<file path="config.mk">
export PLATFORM = sky130hd
export DESIGN_NAME = serial_compare_feeder_flat
export DESIGN_NICKNAME = d
export VERILOG_FILES = /design/src/rtl/serial_compare_feeder_pkg.sv /design/src/rtl/serial_compare_feeder_if.sv /design/src/rtl/serial_compare_feeder_piso_shift.sv /design/src/rtl/serial_compare_feeder.sv /design/src/flat_wrapper.sv
export SDC_FILE = /design/constraint.sdc
export NUM_CORES = 1
export LEC_CHECK = 0
export CAP_MARGIN = 20
export CORE_MARGIN = 2
export CORE_UTILIZATION = 53
export CTS_CLUSTER_SIZE = 10
export DETAILED_ROUTE_END_ITERATION = 16
export GPL_TIMING_DRIVEN = 1
export PLACE_DENSITY = 0.88
export REMOVE_ABC_BUFFERS = 1
export SYNTH_ARGS = -nofsm -noshare
export SYNTH_HDL_FRONTEND = slang
export SYNTH_SLANG_ARGS = --single-unit
</file>
<file path="constraint.sdc">
create_clock -name clk -period 2.7 [get_ports clk]
set_input_delay 0.675 -clock clk [delete_from_list [all_inputs] [get_ports clk]]
set_output_delay 0.675 -clock clk [all_outputs]
set_load 0.01 [all_outputs]
</file>
<file path="src/rtl/serial_compare_feeder_pkg.sv">
// serial_cmp_pkg: shared types for the serial compare feeder.
//   state_t          - feeder FSM states
//   cmp_result_t     - captured comparator flags plus a not-one-hot error bit
//   CMP_RESULT_RESET - result value held after reset (comparator "equal" state)
//   flags_onehot()   - true when exactly one of lt/gt/eq is set
package serial_cmp_pkg;

  typedef enum logic [2:0] {
    IDLE,
    CLEAR,
    SHIFT,
    SETTLE,
    DONE
  } state_t;

  typedef struct packed {
    logic lt;
    logic gt;
    logic eq;
    logic err;
  } cmp_result_t;

  localparam cmp_result_t CMP_RESULT_RESET = '{lt: 1'b0, gt: 1'b0, eq: 1'b1, err: 1'b0};

  function automatic logic flags_onehot(input logic lt, input logic gt, input logic eq);
    logic ok;
    case ({lt, gt, eq})
      3'b100, 3'b010, 3'b001: ok = 1'b1;
      default:                ok = 1'b0;
    endcase
    return ok;
  endfunction

endpackage

</file>
<file path="src/rtl/serial_compare_feeder_if.sv">
// serial_compare_feeder_if: operand and result handshakes of the feeder.
//   in_valid/in_ready/in_a/in_b          - operand pair, producer -> feeder
//   out_valid/out_ready/res_lt/gt/eq/err - captured result, feeder -> consumer
// Modports: slave = feeder view, master = producer/consumer view.
interface serial_compare_feeder_if #(
  parameter int WIDTH = 8
) ();

  logic             in_valid;
  logic             in_ready;
  logic [WIDTH-1:0] in_a;
  logic [WIDTH-1:0] in_b;
  logic             out_valid;
  logic             out_ready;
  logic             res_lt;
  logic             res_gt;
  logic             res_eq;
  logic             res_err;

  modport slave (
    input  in_valid, in_a, in_b, out_ready,
    output in_ready, out_valid, res_lt, res_gt, res_eq, res_err
  );

  modport master (
    output in_valid, in_a, in_b, out_ready,
    input  in_ready, out_valid, res_lt, res_gt, res_eq, res_err
  );

endinterface

</file>
<file path="src/rtl/serial_compare_feeder_piso_shift.sv">
// piso_shift: WIDTH-bit parallel-in, serial-out shift register, MSB first.
//   clk, reset - clock, synchronous active-high reset (clears the register)
//   load_i     - capture data_i (has priority over shift_i)
//   shift_i    - shift left by one, zero fill
//   data_i     - parallel load value
//   msb_o      - current MSB, the serial output
module piso_shift #(
  parameter int WIDTH = 8
) (
  input  logic             clk,
  input  logic             reset,
  input  logic             load_i,
  input  logic             shift_i,
  input  logic [WIDTH-1:0] data_i,
  output logic             msb_o
);

  logic [WIDTH-1:0] data_q;

  // NOTE: sequential state uses non-blocking (<=) so every register samples
  // pre-edge values; this register is small control-path state, so it is reset
  // (unlike wide data memories, which normally are not).
  always_ff @(posedge clk) begin
    if (reset) begin
      data_q <= '0;
    end else if (load_i) begin
      data_q <= data_i;
    end else if (shift_i) begin
      data_q <= {data_q[WIDTH-2:0], 1'b0};
    end
  end

  assign msb_o = data_q[WIDTH-1];

endmodule

</file>
<file path="src/rtl/serial_compare_feeder.sv">
// serial_compare_feeder: drives a bit-serial magnitude comparator.
// Accepts an operand pair, clears the comparator, shifts both operands out
// MSB first, waits one settle cycle, captures lt/gt/eq and returns the result.
//   clk, reset         - clock, synchronous active-high reset
//   bus (slave)        - operand and result valid/ready handshakes
//   cmp_reset          - comparator clear strobe (also high during reset)
//   cmp_a, cmp_b       - serial operand bits, zero outside SHIFT
//   cmp_lt/gt/eq       - comparator flags, captured at the end of SETTLE
module serial_compare_feeder
  import serial_cmp_pkg::*;
#(
  parameter int WIDTH = 8
) (
  input  logic                    clk,
  input  logic                    reset,
  serial_compare_feeder_if.slave  bus,
  output logic                    cmp_reset,
  output logic                    cmp_a,
  output logic                    cmp_b,
  input  logic                    cmp_lt,
  input  logic                    cmp_gt,
  input  logic                    cmp_eq
);

  localparam int CNT_W = $clog2(WIDTH + 1);
  localparam logic [CNT_W-1:0] CNT_LAST = CNT_W'(WIDTH - 1);
  localparam logic [CNT_W-1:0] CNT_MAX  = CNT_W'(WIDTH);

  state_t            state_q, state_d;
  logic [CNT_W-1:0]  cnt_q, cnt_d;
  cmp_result_t       res_q, res_d;
  logic              load, shift;
  logic              a_msb, b_msb;
  logic              accept;

  piso_shift #(.WIDTH(WIDTH)) u_shift_a (
    .clk     (clk),
    .reset   (reset),
    .load_i  (load),
    .shift_i (shift),
    .data_i  (bus.in_a),
    .msb_o   (a_msb)
  );

  piso_shift #(.WIDTH(WIDTH)) u_shift_b (
    .clk     (clk),
    .reset   (reset),
    .load_i  (load),
    .shift_i (shift),
    .data_i  (bus.in_b),
    .msb_o   (b_msb)
  );

  assign accept = bus.in_valid & bus.in_ready;

  always_ff @(posedge clk) begin
    if (reset) begin
      state_q <= IDLE;
      cnt_q   <= '0;
      res_q   <= CMP_RESULT_RESET;
    end else begin
      state_q <= state_d;
      cnt_q   <= cnt_d;
      res_q   <= res_d;
    end
  end

  // NOTE: every signal assigned here gets a default first, so no path leaves
  // it unassigned and no latch is inferred.
  always_comb begin
    state_d = state_q;
    cnt_d   = cnt_q;
    res_d   = res_q;
    load    = 1'b0;
    shift   = 1'b0;
    case (state_q)
      IDLE: begin
        if (accept) begin
          load    = 1'b1;
          cnt_d   = '0;
          state_d = CLEAR;
        end
      end
      CLEAR: begin
        state_d = SHIFT;
      end
      SHIFT: begin
        shift = 1'b1;
        // Counter saturates at WIDTH rather than wrapping.
        if (cnt_q != CNT_MAX) begin
          cnt_d = cnt_q + 1'b1;
        end
        if (cnt_q == CNT_LAST) begin
          state_d = SETTLE;
        end
      end
      SETTLE: begin
        // The comparator has now seen all WIDTH bit pairs; err is advisory only.
        res_d = '{lt:  cmp_lt,
                  gt:  cmp_gt,
                  eq:  cmp_eq,
                  err: ~flags_onehot(cmp_lt, cmp_gt, cmp_eq)};
        state_d = DONE;
      end
      DONE: begin
        if (bus.out_ready) begin
          state_d = IDLE;
        end
      end
      default: begin
        state_d = IDLE;
      end
    endcase
  end

  assign bus.in_ready  = (state_q == IDLE) & ~reset;
  assign bus.out_valid = (state_q == DONE);
  assign bus.res_lt    = res_q.lt;
  assign bus.res_gt    = res_q.gt;
  assign bus.res_eq    = res_q.eq;
  assign bus.res_err   = res_q.err;

  // Resetting this block also clears the downstream comparator.
  assign cmp_reset = reset | (state_q == CLEAR);
  assign cmp_a     = (state_q == SHIFT) & ~reset & a_msb;
  assign cmp_b     = (state_q == SHIFT) & ~reset & b_msb;

endmodule

</file>
<file path="src/flat_wrapper.sv">
// flat-port wrapper written by rule: the top's interface ports become plain ports
module serial_compare_feeder_flat import serial_cmp_pkg::*;
#(
  parameter int WIDTH = 8
)
  (clk, reset, cmp_reset, cmp_a, cmp_b, cmp_lt, cmp_gt, cmp_eq, bus_in_valid, bus_in_a, bus_in_b, bus_out_ready, bus_in_ready, bus_out_valid, bus_res_lt, bus_res_gt, bus_res_eq, bus_res_err);
  serial_compare_feeder_if #(.WIDTH(WIDTH)) bus_i ();
  input  logic clk;
  input  logic reset;
  output logic cmp_reset;
  output logic cmp_a;
  output logic cmp_b;
  input  logic cmp_lt;
  input  logic cmp_gt;
  input  logic cmp_eq;
  input wire logic [$bits(bus_i.in_valid)-1:0] bus_in_valid;
  input wire logic [$bits(bus_i.in_a)-1:0] bus_in_a;
  input wire logic [$bits(bus_i.in_b)-1:0] bus_in_b;
  input wire logic [$bits(bus_i.out_ready)-1:0] bus_out_ready;
  output wire logic [$bits(bus_i.in_ready)-1:0] bus_in_ready;
  output wire logic [$bits(bus_i.out_valid)-1:0] bus_out_valid;
  output wire logic [$bits(bus_i.res_lt)-1:0] bus_res_lt;
  output wire logic [$bits(bus_i.res_gt)-1:0] bus_res_gt;
  output wire logic [$bits(bus_i.res_eq)-1:0] bus_res_eq;
  output wire logic [$bits(bus_i.res_err)-1:0] bus_res_err;
  assign bus_i.in_valid = bus_in_valid;
  assign bus_i.in_a = bus_in_a;
  assign bus_i.in_b = bus_in_b;
  assign bus_i.out_ready = bus_out_ready;
  assign bus_in_ready = bus_i.in_ready;
  assign bus_out_valid = bus_i.out_valid;
  assign bus_res_lt = bus_i.res_lt;
  assign bus_res_gt = bus_i.res_gt;
  assign bus_res_eq = bus_i.res_eq;
  assign bus_res_err = bus_i.res_err;
  serial_compare_feeder #(.WIDTH(WIDTH)) u_core (.clk(clk), .reset(reset), .bus(bus_i), .cmp_reset(cmp_reset), .cmp_a(cmp_a), .cmp_b(cmp_b), .cmp_lt(cmp_lt), .cmp_gt(cmp_gt), .cmp_eq(cmp_eq));
endmodule
</file>
# After elaboration in Yosys (flattened, before gate mapping)
# Cells that the tools add are included.
[totals]
regBits = 27
input_bits = 23
wordCells = 52
output_inout_bits = 9
[op_classes]
eq_ne = 13
muxes = 16
reduce_logical = 6
addsub = 1
bitwise = 8
[ops]
columns = ["operator", "n"]
rows = [
  ["2-to-1 mux 8 bit", 4],
  ["one-hot mux 3 bit (5 select lines)", 1],
  ["equality test 3 x 2 -> 1 bit (second input constant)", 3],
  ["2-to-1 mux 3 bit", 3],
  ["2-to-1 mux 4 bit", 2],
  ["one-hot mux 4 bit (2 select lines)", 1],
  ["equality test 3 x 1 -> 1 bit (second input constant)", 2],
  ["equality test 3 bit (second input constant)", 2],
  ["!= test 2 x 1 -> 1 bit (second input constant)", 3],
  ["AND reduction 3 bit", 2],
  ["bitwise AND 1 bit", 5],
  ["2-to-1 mux 1 bit", 5],
  ["adder 4 x 1 -> 4 bit (second input constant)", 1],
  ["equality test 4 x 3 -> 1 bit (second input constant)", 1],
  ["!= test 4 bit (second input constant)", 1],
  ["nonzero test 2 bit", 2],
  ["zero test 3 bit", 1],
  ["OR reduction 3 bit", 1],
  ["!= test 2 bit (second input constant)", 1],
  ["inverter 1 bit", 2],
  ["bitwise OR 1 bit", 1],
]

# Logic depth before layout (Yosys ltp)
[logic_depth]
word_depth = 6
mapped_depth = 7
ltp_nobuf = 6

# Hierarchy
# A second synthesis with hierarchy kept.
[unflattened]
cells_unflattened = 140
hier_area_um2 = 1360.1
[modules_own_cells]
columns = ["module", "n_inst", "cells_each", "area_each_um2", "seq_area_each_um2"]
rows = [
  ["piso_shift", 2, 35, 369.1, 160.2],
  ["serial_compare_feeder", 1, 70, 621.8, 220.2],
]

# Worst setup path before layout
# No wires, ideal clock.
[synth_path]
kind = "register to output"
start = "reg u_core.state_q[2]"
end = "out cmp_a"
path_stages_with_launch = 6
required_ns = 2.025
setup_slack_ns = 0.646
arrival_time_ns = 1.379
path_buffers = 3
path_cell_list = "dfxtp_1 buf_6 or3b_1 buf_6 buf_6 nor3b_1"
[synth_between]
elab_chain_len = 3
[synth_rtl]
columns = ["element", "line_no", "source"]
rows = [
  ["from (decl)", "serial_compare_feeder.sv:29", "state_t state_q, state_d;"],
  ["from (signal assigned)", "serial_compare_feeder.sv:62", "state_q <= state_d;"],
  ["equality test 3 x 2 -> 1 bit", "serial_compare_feeder.sv:125", "assign cmp_a = (state_q == SHIFT) & ~reset & a_msb;"],
  ["bitwise AND 1 bit (2 in series)", "serial_compare_feeder.sv:125", ""],
  ["to (decl)", "flat_wrapper.sv:11", "output logic cmp_a;"],
]
# Every way passes these cells.

# Worst setup path in the final report
[layout_path]
start = "in reset"
end = "out cmp_reset"
[layout_between]
elab_chain_len = 1
[layout_rtl]
columns = ["element", "line_no", "source"]
rows = [
  ["from (decl)", "flat_wrapper.sv:9", "input logic reset;"],
  ["bitwise OR 1 bit", "serial_compare_feeder.sv:124", "assign cmp_reset = reset | (state_q == CLEAR);"],
  ["to (decl)", "flat_wrapper.sv:10", "output logic cmp_reset;"],
]
# Every way passes these cells.

==> results.json <==
{
  "status": "complete, no violations",
  "synth.cell_area_um2": 1400,
  "netSwitchingPower_uw": 200.2,
  "grt_pass1_wl_um": 5402,
  "start_kind": "primary input",
  "drv_slew": 0,
  "syn-mean-instance-area_um2": 9.211,
  "vias": 1203,
  "yosys_warnings": 0,
  "crit_type": "in2out",
  "numCtsBuffers": 3,
  "worstPathCellList": "clkdlybuf4s50_1 > buf_4 > or2_2 > dlygate4sd2_1",
  "design.portCount": 32,
  "wl_per_cell_um": 14.34,
  "r2r_setup_slack_ps": 1030,
  "rows": 18,
  "ys_seq_area_share_pct": 38.61,
  "r2r_start": "u_core.state_q[1]$_SDFFE_PP0P_",
  "place_hpwl_um": 2317,
  "cts_sinks": 27,
  "crit_start": "reset",
  "switching_share_pct": 26.61,
  "antenna_found_initial": 0,
  "overflow": 0,
  "max-clock-path-buffers": 2,
  "fin_hold_ws_ps": 491.4,
  "crit_buf_inv": 3,
  "initial_core_util_pct": 56.01,
  "synthArstFlopShare_pct": 0,
  "drive_gt1_share_pct": 18.28,
  "final-setup-viol-count": 0,
  "wirelength_um": 3098,
  "fin_setup_tns_ps": 0,
  "yosysUniqueCellTypes": 35,
  "cts_max_level": 1,
  "synth_edf_count": 0,
  "worstHoldPathType": "reg2reg",
  "vdd_drop_max_mv": 0.4337,
  "hold_viol": 0,
  "cpMaxStageDelayCell": "clkdlybuf4s50_1",
  "drv_cap": 0,
  "synthToLayoutAreaGrowth_pct": 25.38,
  "cts_tree": "done",
  "cp_max_fo": 8,
  "ys_ff_latch": 27,
  "syn_inst": 152,
  "leakagePower_uw": 0.0006567,
  "core-area_um2": 2500,
  "synth-main-ff-cell": "dfxtp_1",
  "drt-pass1-iter-count": 4,
  "die_area_um2": 3069,
  "share_comb_of_total_power_pct": 20.1,
  "ff2ff_path_depth": 4,
  "hold_depth": 1,
  "drt_iter0_drc": 38,
  "worstReg2RegEnd": "u_core.u_shift_a.data_q[2]$_SDFFE_PP0P_",
  "final_nets": 212,
  "min_to": "u_core.bus.res_eq$_SDFFE_PP1N_",
  "fin_crit_sh_pct": 93.19,
  "die_h_um": 55.40,
  "finalPower_uw": 752.5,
  "powerDensity_nw_per_um2": 428.7,
  "power_frac_seq_pct": 57.2,
  "endpoint_kind": "output pin",
  "arrival_ps": 1840,
  "grt.total_usage_pct": 21.77,
  "n_antenna_cell": 0,
  "slew-limit-headroom_pct": 54.84,
  "cts_root_buf": "clkbuf_4",
  "intPower_uw": 552.3,
  "die_w_um": 55.40,
  "io_buffers": 31,
  "worst_clock_skew_ps": 2.080,
  "tightest_slew_ps": 676.6,
  "grt_max_degree": 26,
  "clk_pin_slew_ps": 140,
  "via_per_inst": 5.569,
  "cp.required_ps": 2030,
  "drc": 0,
  "max_stage_delay_ps": 400,
  "grt_pass1_vias": 1248,
  "min_from": "u_core.bus.res_eq$_SDFFE_PP1N_",
  "clock.fmax_mhz": 397.4,
  "post_cts_buffers": 0,
  "antenna_left": 0,
  "clock_latency_ps": 320,
  "critPathTopFamily": "buffers and inverters",
  "rsz0062_at_grt": "no",
  "place.gp.congestion": 0.7899,
  "pwr-share-clk_pct": 22.7,
  "fin_crit_ps": 2516
}
==> logic make-up (layout without fill, tap and decap cells) <==
logic type | after synthesis | in the layout | synth area share, %
compound gates | 33 | 33 | 22.79
xor+xnor | 2 | 2 | 1.251
fa+ha+maj | 2 | 2 | 1.787
buf+inv | 16 | 50 | 8.042
flops | 27 | 27 | 38.61
mux | 3 | 3 | 2.145
simple gates | 69 | 69 | 25.38
==> layout make-up <==
| type | count | area [um2] |
|---|---|---|
| clock buffers | 3 | 22.52 |
| clock inverters | 1 | 5.005 |
| fillers | 197 | 744.5 |
| inverters | 5 | 18.77 |
| multi-input cells | 109 | 747.0 |
| flip-flops and latches | 27 | 540.5 |
| well taps | 30 | 37.54 |
| repair buffers | 41 | 384.1 |
==> metal layers <==
metal	global-route usage, %	vias to the layer above	wire length, um	part of all wire (%)
li1	-	599	-	-
met5	0	-	0	0
met2	40.14	37	1628	53
met4	5.226	0	31	1.0
met1	24.93	563	1287	42
met3	5.386	4	151	4.9
==> power by group through the flow <==
| stage | combinational, uW | sequential, uW | clock (uW) |
|---|---|---|---|
| 2_1_floorplan | 72.3 | 440 | 0 |
| 5_1_grt | 165 | 433 | 196 |
| 6_report | 151 | 431 | 171 |
| 3_3_place_gp | 146 | 438 | 0 |
| 3_5_place_dp | 153 | 439 | 0 |
| 4_1_cts | 153 | 430 | 178 |
==> stage by stage <==
stage | setup slack (ps) | util [%] | std cells | area, um2
floorplan | 569.7 | - | 141 | 1306
global placement | -4.109 | 69.17 | 212 | 1729
detailed placement | -27.37 | 69.17 | 212 | 1729
CTS | 13.33 | 70.12 | 216 | 1753
global route | 158.2 | 70.22 | 216 | 1755
finish | 184.0 | 70.22 | 216 | 1755
==> synthesized netlist by cell type (2+ instances only) <==
cell type / instances / area [um2]
nor2_1: 24 / 90.09
a222oi_1: 2 / 20.02
a311oi_2: 12 / 180.2
clkbuf_1: 3 / 11.26
ha_1: 2 / 25.02
dfxtp_1: 27 / 540.5
inv_1: 5 / 18.77
a211oi_1: 2 / 15.01
a21oi_2: 2 / 17.52
buf_4: 2 / 15.01
nor3b_1: 4 / 30.03
nand3_1: 2 / 10.01
mux2i_1: 3 / 30.03
buf_6: 6 / 67.56
o21ai_0: 5 / 25.02
a21oi_1: 7 / 35.03
nand2_1: 26 / 97.59
==> repair_timing <==
item / CTS / global route
gates resized for setup: 3 / 1
pin swaps: 0 / 0
endpoints found under the setup margin: 3 / 1
hold buffers: 0 / 0
==> cells in the final DEF, fill, tap and decap left out, drive strengths merged, types with 3 or more instances in the layout <==
cell,n
clkdlybuf4s50,27
dfxtp,27
nand2,27
nor2,25
a311oi,12
buf,10
a21oi,9
o21ai,6
inv,5
nor3b,5
mux2i,3
clkbuf,3
dlygate4sd2,3
a211oi,3
==> flip-flops by register name, indices dropped and copies added (netlist names) <==
register / cells
u_core.u_shift_a.data_q: 8
u_core.u_shift_b.data_q: 8
u_core.cnt_q: 4
u_core.state_q: 3
u_core.bus.res_eq: 1
u_core.bus.res_err: 1
u_core.bus.res_gt: 1
u_core.bus.res_lt: 1
==> how the worst max path moves through the flow <==
stage,to,slack [ps],cells past startpoint
global route,cmp_reset,160,4
floorplan,cmp_a,570,2
finish,cmp_reset,180,4
global placement,cmp_reset,-4,4
CTS,bus_in_ready,10,4
detailed placement,cmp_a,-30,4
Note: power is estimated with default switching activity, not from simulation.
==> RTL edit (same settings) <==
`WIDTH` is set to 8 in 4 places; all go to 4.
--- a/src/rtl/serial_compare_feeder_if.sv
+++ b/src/rtl/serial_compare_feeder_if.sv
@@ -3,7 +3,7 @@
 //   out_valid/out_ready/res_lt/gt/eq/err - captured result, feeder -> consumer
 // Modports: slave = feeder view, master = producer/consumer view.
 interface serial_compare_feeder_if #(
-  parameter int WIDTH = 8
+  parameter int WIDTH = 4
 ) ();
 
   logic             in_valid;
--- a/src/rtl/serial_compare_feeder_piso_shift.sv
+++ b/src/rtl/serial_compare_feeder_piso_shift.sv
@@ -5,7 +5,7 @@
 //   data_i     - parallel load value
 //   msb_o      - current MSB, the serial output
 module piso_shift #(
-  parameter int WIDTH = 8
+  parameter int WIDTH = 4
 ) (
   input  logic             clk,
   input  logic             reset,
--- a/src/rtl/serial_compare_feeder.sv
+++ b/src/rtl/serial_compare_feeder.sv
@@ -9,7 +9,7 @@
 module serial_compare_feeder
   import serial_cmp_pkg::*;
 #(
-  parameter int WIDTH = 8
+  parameter int WIDTH = 4
 ) (
   input  logic                    clk,
   input  logic                    reset,
--- a/src/flat_wrapper.sv
+++ b/src/flat_wrapper.sv
@@ -1,7 +1,7 @@
 // flat-port wrapper written by rule: the top's interface ports become plain ports
 module serial_compare_feeder_flat import serial_cmp_pkg::*;
 #(
-  parameter int WIDTH = 8
+  parameter int WIDTH = 4
 )
   (clk, reset, cmp_reset, cmp_a, cmp_b, cmp_lt, cmp_gt, cmp_eq, bus_in_valid, bus_in_a, bus_in_b, bus_out_ready, bus_in_ready, bus_out_valid, bus_res_lt, bus_res_gt, bus_res_eq, bus_res_err);
   serial_compare_feeder_if #(.WIDTH(WIDTH)) bus_i ();
Ports: changed (resized bus_in_a and bus_in_b); port bits go from 32 to 24. The function was not compared with the original's and may differ.
==> RTL edit against the original RTL <==
Wire length fell by 26%; utilization rose by 2.5 points; largest cell class unchanged; sequential cell count decreased by 9; via count fell by 26%; total power down 20%; combinational power shrank 9%; cell area decreased by 28%; clock skew rose by 4.0 ps; setup slack got worse by 150 ps; non-clock buffer count shrank 12; area after synthesis down 31%; register-to-register slack gained 50 ps; synthesized cell count decreased by 32%.
==> RTL edit: results (changes against the original RTL) <==
stage	metric	value	unit	change
global_route	Total Routing Usage GR	0.249		+0.0313
clock_tree	Resize count post-CTS	4		+1
clock_tree	CTS clock-pin slew for the worst setup and hold paths	100	ps	-40 ps
pwr	IR Drop Worst-Case VDD	0.321	mV	-26%
timing	final hold slack	481	ps	-10.9 ps
global_route	maximum number of pins on one net before global-route repair	17		-35%
critical_path	FF-to-FF End	u_core.u_shift_b.data_q[1]$_SDFFE_PP0P_		
global_route	wire length of the first global-routing pass	3760	um	-30%
run_status	outcome	finished, final reports clean		
layout	largest registers ranked by flip-flop count	u_core.u_shift_a.data_q: 4 flops, u_core.u_shift_b.data_q: 4 flops		
critical_path	setup slack of the most critical reg-to-reg path	1080	ps	+50 ps
timing	Slew HR	0.662		+0.114
critical_path	launch point of the worst reg-to-reg path	u_core.state_q[2]$_SDFFE_PP0P_		
logic_synthesis	count of different cell masters after synthesis	36		+2.9%
logic_synthesis	xor/xnor cell area share of the yosys netlist	0.0182		+0.00565
pwr	standby leakage power	0.482	nW	-27%
logic_synthesis	adder and majority cell fraction of the synthesized area	0.0389		+0.0210
clock_tree	insertion delay of the later-clocked pin in the worst-skew pair	300	ps	-20 ps
logic_synthesis	cell count after synthesis	104		-32%
detailed_routing	via count	889		-26%
placement	Port Buf Inserts	23		-26%
placement	gp weighted congestion	0.793		+0.44%
global_route	number of global-route vias before repair	918		-26%
placement	placed inst area	1220	um2	-29%
pwr	share of total power in sequential cells	0.483		-0.089
logic_synthesis	synthesized-area fraction occupied by ao, oa, aoi and oai cells	0.219		-0.00869
placement	HPWL after detailed placement	1610	um	-31%
pwr	Clock power frac	0.288		+0.061
## RTL edit: per-layer routing
layer / vias up / GRT usage / wire length, um / share of wire
li1: 424 / - / - / -
met1: 422 / 0.279 / 915 / 0.40
met4: 0 / 0.183 / 93 / 0.040
met2: 32 / 0.406 / 1190 / 0.51
met5: - / 0 / 0 / 0
met3: 11 / 0.0588 / 111 / 0.048
## RTL edit: layout make-up
| class | count | area (um2) | share of cell area |
|---|---|---|---|
| Multi-Input combinational cell | 70 | 514 | 0.409 |
| Sequential cell | 18 | 360 | 0.287 |
| Timing Repair Buffer | 29 | 272 | 0.216 |
| Inverter | 8 | 42.5 | 0.0339 |
| Clock buffer | 4 | 36.3 | 0.0289 |
| Tap cell | 25 | 31.3 | 0.0249 |
## RTL edit: logic make-up after synthesis
group,count (synthesis)
flip-flops,18
AO/OA/AOI/OAI,26
multiplexers,3
XOR/XNOR,2
adder cells (fa/ha/maj),3
AND/OR/NAND/NOR,36
buffers and inverters,16
